`config.mk`:
```
export PLATFORM = sky130hd
export DESIGN_NAME = mult_ctrl
export DESIGN_NICKNAME = d
export VERILOG_FILES = /design/src/rtl/mult_ctrl.sv
export SDC_FILE = /design/constraint.sdc
export NUM_CORES = 1
export LEC_CHECK = 0
export CAP_MARGIN = 20
export CORE_MARGIN = 4
export CORE_UTILIZATION = 30
export DETAILED_ROUTE_END_ITERATION = 10
export HOLD_SLACK_MARGIN = 0.08
export PLACE_DENSITY = 0.6
export SLEW_MARGIN = 30
export SYNTH_ARGS = -nofsm -noshare
export SYNTH_HDL_FRONTEND = slang
export SYNTH_SLANG_ARGS = --single-unit
```
`constraint.sdc`:
```
create_clock -name clk -period 4.55 [get_ports clk]
set_clock_uncertainty 0.1 [all_clocks]
set_input_delay 0.455 -clock clk [delete_from_list [all_inputs] [get_ports clk]]
set_output_delay 0.455 -clock clk [all_outputs]
set_load 0.1 [all_outputs]
```
`src/rtl/mult_ctrl.sv`:
```
`default_nettype none
// ============================================================================
//  Module   : mult_ctrl
//  Brief    : Iterative shift-add multiplier sequencer for MULT/MULTU.
//             Runs WIDTH add/shift cycles, then loads the 2*WIDTH-bit
//             product into HI/LO with a one-cycle product-valid pulse.
//             Exposes busy/stallhilo for the hazard unit.
//  Revision : 1.0  initial release
// ============================================================================
module mult_ctrl #(
  parameter int WIDTH = 32,
  parameter int CNT_W = 6
) (
  input  logic             clk,
  input  logic             reset,       // asynchronous, active low
  input  logic             multstartE,
  input  logic             signedE,
  input  logic [WIDTH-1:0] srcaE,
  input  logic [WIDTH-1:0] srcbE,
  input  logic             hiloreadE,
  output logic             busy,
  output logic             pve,
  output logic             stallhilo,
  output logic [WIDTH-1:0] hi,
  output logic [WIDTH-1:0] lo
);

  typedef enum logic [1:0] {
    c_IDLE = 2'd0,
    c_RUN  = 2'd1,
    c_DONE = 2'd2
  } state_t;

  localparam logic [CNT_W-1:0] c_LAST = CNT_W'(WIDTH - 1);

  state_t               r_state;
  logic [WIDTH-1:0]     r_mcand;
  logic [WIDTH-1:0]     r_mplier;
  logic                 r_neg;
  logic [2*WIDTH:0]     r_acc;     // extra top bit holds the add carry
  logic [CNT_W-1:0]     r_cnt;

  logic [WIDTH-1:0]     w_absA;
  logic [WIDTH-1:0]     w_absB;
  logic [WIDTH:0]       w_sum;
  logic [2*WIDTH:0]     w_accAdd;
  logic [2*WIDTH-1:0]   w_prod;
  logic [2*WIDTH-1:0]   w_result;

  // Magnitudes of the signed operands; the most negative value maps onto
  // itself, which is the correct magnitude when read as unsigned.
  always_comb begin
    w_absA = srcaE[WIDTH-1] ? -srcaE : srcaE;
    w_absB = srcbE[WIDTH-1] ? -srcbE : srcbE;
  end

  // One add/shift step: conditionally add the multiplicand into the upper half.
  always_comb begin
    w_sum    = {1'b0, r_acc[2*WIDTH-1:WIDTH]} + {1'b0, r_mcand};
    w_accAdd = r_mplier[0] ? {w_sum, r_acc[WIDTH-1:0]} : r_acc;
    w_prod   = r_acc[2*WIDTH-1:0];
    w_result = r_neg ? -w_prod : w_prod;
  end

  // Hazard outputs are combinational so the stall applies in the start cycle.
  assign busy      = multstartE | (r_state != c_IDLE);
  assign stallhilo = hiloreadE & busy;

  // Sequencer: latch operands, iterate WIDTH times, then write HI/LO and pulse pve.
  always_ff @(posedge clk or negedge reset) begin
    if (!reset) begin
      r_state  <= c_IDLE;
      r_mcand  <= '0;
      r_mplier <= '0;
      r_neg    <= 1'b0;
      r_acc    <= '0;
      r_cnt    <= '0;
      hi       <= '0;
      lo       <= '0;
      pve      <= 1'b0;
    end else begin
      pve <= 1'b0;
      case (r_state)
        c_IDLE: begin
          if (multstartE) begin
            if (signedE) begin
              r_mcand  <= w_absA;
              r_mplier <= w_absB;
              r_neg    <= srcaE[WIDTH-1] ^ srcbE[WIDTH-1];
            end else begin
              r_mcand  <= srcaE;
              r_mplier <= srcbE;
              r_neg    <= 1'b0;
            end
            r_acc   <= '0;
            r_cnt   <= '0;
            r_state <= c_RUN;
          end
        end
        c_RUN: begin
          r_acc    <= w_accAdd >> 1;
          r_mplier <= r_mplier >> 1;
          r_cnt    <= r_cnt + CNT_W'(1);
          if (r_cnt == c_LAST) begin
            r_state <= c_DONE;
          end
        end
        c_DONE: begin
          hi      <= w_result[2*WIDTH-1:WIDTH];
          lo      <= w_result[WIDTH-1:0];
          pve     <= 1'b1;
          r_state <= c_IDLE;
        end
        default: begin
          r_state <= c_IDLE;
        end
      endcase
    end
  end

endmodule
`default_nettype wire

```
==> results.txt <==
The register clock-pin slew on the reported worst setup and hold paths is 0.06 ns. Post-synthesis net count: 1,499. The synthesized design contains 202 register bits.

The clock period could shrink to 3.141 ns. Counting every instance in the synthesized netlist gives 1,393. The logs give 5 for the detailed-routing iteration count for the pre-antenna-repair pass and 24 for the TritonCTS buffer count.

The area growth from synthesis to layout is 22.00%. For the maximum number of pins on one net before global-route repair, the log shows 91. The tools report the H-tree depth as 1. At the pin with the least slew margin, the transition time is 1.038 ns. The later-pin clock latency in the skew report was 0.53 ns.

Among all flip-flop cells after synthesis, the most frequent one is dfrtp_1. The count of nets left with antenna violations once routing finished came out at 0. The worst path setup slack after routing is 1.409 ns, and the chip height is 208.8 um. The tools report the final number of max-transition violations as 0. Dividing total power by cell area gives a power density of 561.3 nW/um2.

The tools report the count of maximum capacitance violations as 0. The critical path endpoint category is a flop. The tools report the final core utilization as 0.3706.

The routed design has 34,010 um of wire. The synthesized netlist occupies a cell area of 12,100 um2. The share of async-settable or async-resettable flops after synthesis was 1.000; the initial core utilization was 0.3038. The number of standard-cell rows in the floorplan is 73. Highest metal layer with signal wires: met4.

The worst-path maximum fanout came out at 6. The cell at the root of the clock tree is clkbuf_16. The DRC violations left was 0. Setup violations remaining at the end of the flow were counted as 0.

The worst slew margin relative to its limit was 0.3058; the length of routed met3 wiring was 1549 um. At the worst endpoint, the arrival time is 3.41 ns. TritonCTS built the clock tree. The tools report the number of antenna violations at the first check in global routing as 1.

The die footprint is 43,600 um2. For this design, the sink count on the clock tree is 202. Yosys mapped the design onto 66 distinct sky130hd cell types. The flop-to-flop setup slack came out at 1.41 ns. In the final timing run, aggregate negative setup slack is 0 ns.

The class of the tightest hold or removal check is reg2reg. For the leakage power, the log shows 6.112 nW. The worst setup path is launched from a flop.

In this run, synthesis inferred 0 flip-flops with an integrated enable. For the worst flop-to-flop path, the logic depth is 9. Synthesized area per cell: 8.684 um2. The run gives 531 as the detailed router's first-iteration violation count. The worst hold path terminates at hi[18]. The sequential share of the synthesized area is 0.4179, and the detailed placer's ending HPWL is 25,120 um. By startpoint and endpoint, the worst setup path is classified as reg2reg. For the area of the core region, the log shows 39,820 um2.

Routability-driven placement finished with a final weighted congestion of 0.8447. In this run the most critical hold path is launched from hi[18]. The tools report the maximum buffer depth of the clock tree as 3. The maximum achievable frequency came out at 0.3184 GHz. Setup repair after global routing left no endpoint under its margin. The width of the die works out to 208.8 um. The tools report the launch point of the critical path as r_acc[36].

The tools report the total track usage as 0.1527. Timing analysis after detailed placement gives a worst setup slack of 1.060 ns. Final routed wire length divided by cell count: 16.74 um. The run finished with clean final reports. The startpoint of the most critical register-to-register path is r_acc[36].

Yosys printed 0 warnings. The ratio of final minimum period to clock period was 0.6903. For the wire length of the first global-routing pass, the log shows 56,360 um. The vias per cell works out to 5.078. The endpoint identified for the worst register-to-register timing path is r_acc[56]. Power comes to 0.008284 W. Number of cells traversed by the worst hold path: 2. For this run the aggregate overflow at the end of global routing stands at 0. After detailed routing, the met2 layer carries 14,680 um of wire. In the layout the commonest cells are o21ai_0 (236), nand2_1 (231), dfrtp_1 (201), clkdlybuf4s50_1 (131), xor2_1 (98). The logs give 10,320 for the total via count in the routed design and 10,340 for the via count of the first global-routing pass.

At the end of the flow, the number of nets in the layout was 1,595. The worst-case IR drop observed on VDD is 0.2293 mV. The count of port buffers added during placement works out to 135. The tools report the number of failing hold endpoints at the final stage as 0. The critical path data required time came out at 4.82 ns. The share of layout cells above drive strength 1 works out to 0.05710.

For this design the top-level I/O count stands at 136. The most common cell after layout, fill and taps aside was o21ai_0. The wire length the detailed router placed on met1 came out at 17,180 um.
-- timing repair --
item,in CTS,in global routing
resized for setup,0,0
hold buffers,1,0
hold endpoints to repair,88,0
setup buffers,0,0
-- cell usage after synthesis, drive strengths merged (12+ instances only) --
| cell | n | area share |
|---|---|---|
| ha | 36 | 0.037 |
| nor2 | 49 | 0.015 |
| xor2 | 98 | 0.071 |
| and2 | 12 | 0.0062 |
| o31ai | 28 | 0.019 |
| nand2 | 232 | 0.072 |
| a31oi | 14 | 0.0072 |
| a21oi | 72 | 0.030 |
| or3 | 24 | 0.015 |
| dfrtp | 202 | 0.42 |
| nor4 | 12 | 0.0080 |
| xnor2 | 42 | 0.030 |
| inv | 18 | 0.0056 |
| or4 | 15 | 0.0096 |
| a21o | 13 | 0.0081 |
| nor3 | 28 | 0.012 |
| nand3 | 29 | 0.012 |
| o21ai | 244 | 0.10 |
| clkbuf | 71 | 0.022 |
| a22oi | 37 | 0.023 |
-- logic make-up (layout without fill, tap and decap cells) --
logic type,after synthesis,in the layout,synth area share
other,0,1,0
DFF,202,202,0.4179
and+or+nand+nor,447,447,0.1767
muxes,11,11,0.009103
AOI/OAI and AO/OA,461,461,0.2266
xor gates and xnor gates,140,140,0.1014
buffers and inverters,95,208,0.02948
adders and majority gates,37,37,0.03889
-- layout make-up --
| cell class | instances | area (um2) |
|---|---|---|
| antenna | 1 | 2.502 |
| clock buffer | 34 | 678.2 |
| clock inverter | 9 | 131.4 |
| fill | 4094 | 25070 |
| inverter | 18 | 67.56 |
| multi-input combinational | 1096 | 6720 |
| sequential | 202 | 5056 |
| tap | 525 | 656.9 |
| timing repair buffer | 147 | 1445 |
-- through the flow --
| stage | area, um2 | hold WS (ns) | std cells |
|---|---|---|---|
| after global routing | 14760 | 0.3964 | 2031 |
| after floorplan | 12100 | 0.05941 | 1393 |
| after detailed placement | 13940 | 0.3701 | 1987 |
| final | 14760 | 0.3747 | 2032 |
| after CTS | 14760 | 0.3834 | 2031 |
| after global placement | 13950 | 0.3640 | 1987 |
-- state kept, by name, summed over array words and instances, names as in the netlist --
name and cells:
pve 1, r_mcand 32, r_neg 1, r_state 2
r_cnt 6, r_mplier 32, r_acc 64, hi 32
lo 32
-- critical path: stages (launching register included) --
cell and delay (ns):
dfrtp_1 0.45, ha_1 0.36, a21o_1 0.21, o21bai_1 0.18, a31oi_1 0.39, o21ai_0 0.33
a31o_2 0.32, o21ai_0 0.38, xor2_1 0.17, o21ai_0 0.10
-- metal layers --
layer | vias to the layer above | GRT usage
met1 | 4873 | 0.2271
met2 | 214 | 0.2338
met4 | 0 | 0.03623
met5 | - | 0
met3 | 43 | 0.02402
li1 | 5189 | -
-- power breakdown --
part           switching, W  leakage [nW]  internal [W]
clock network      0.000774         0.400       0.00121
logic               0.00193          3.22       0.00139
registers          0.000700          2.49       0.00228
-- worst max path at each step --
stage,depth (start not counted),end
3_3_place_gp,11,r_mplier[28]
3_5_place_dp,11,r_mplier[28]
6_report,9,r_acc[56]
2_1_floorplan,8,hi[31]
5_1_grt,11,r_acc[51]
4_1_cts,11,r_acc[51]
Note: power is estimated with default switching activity, not from simulation.
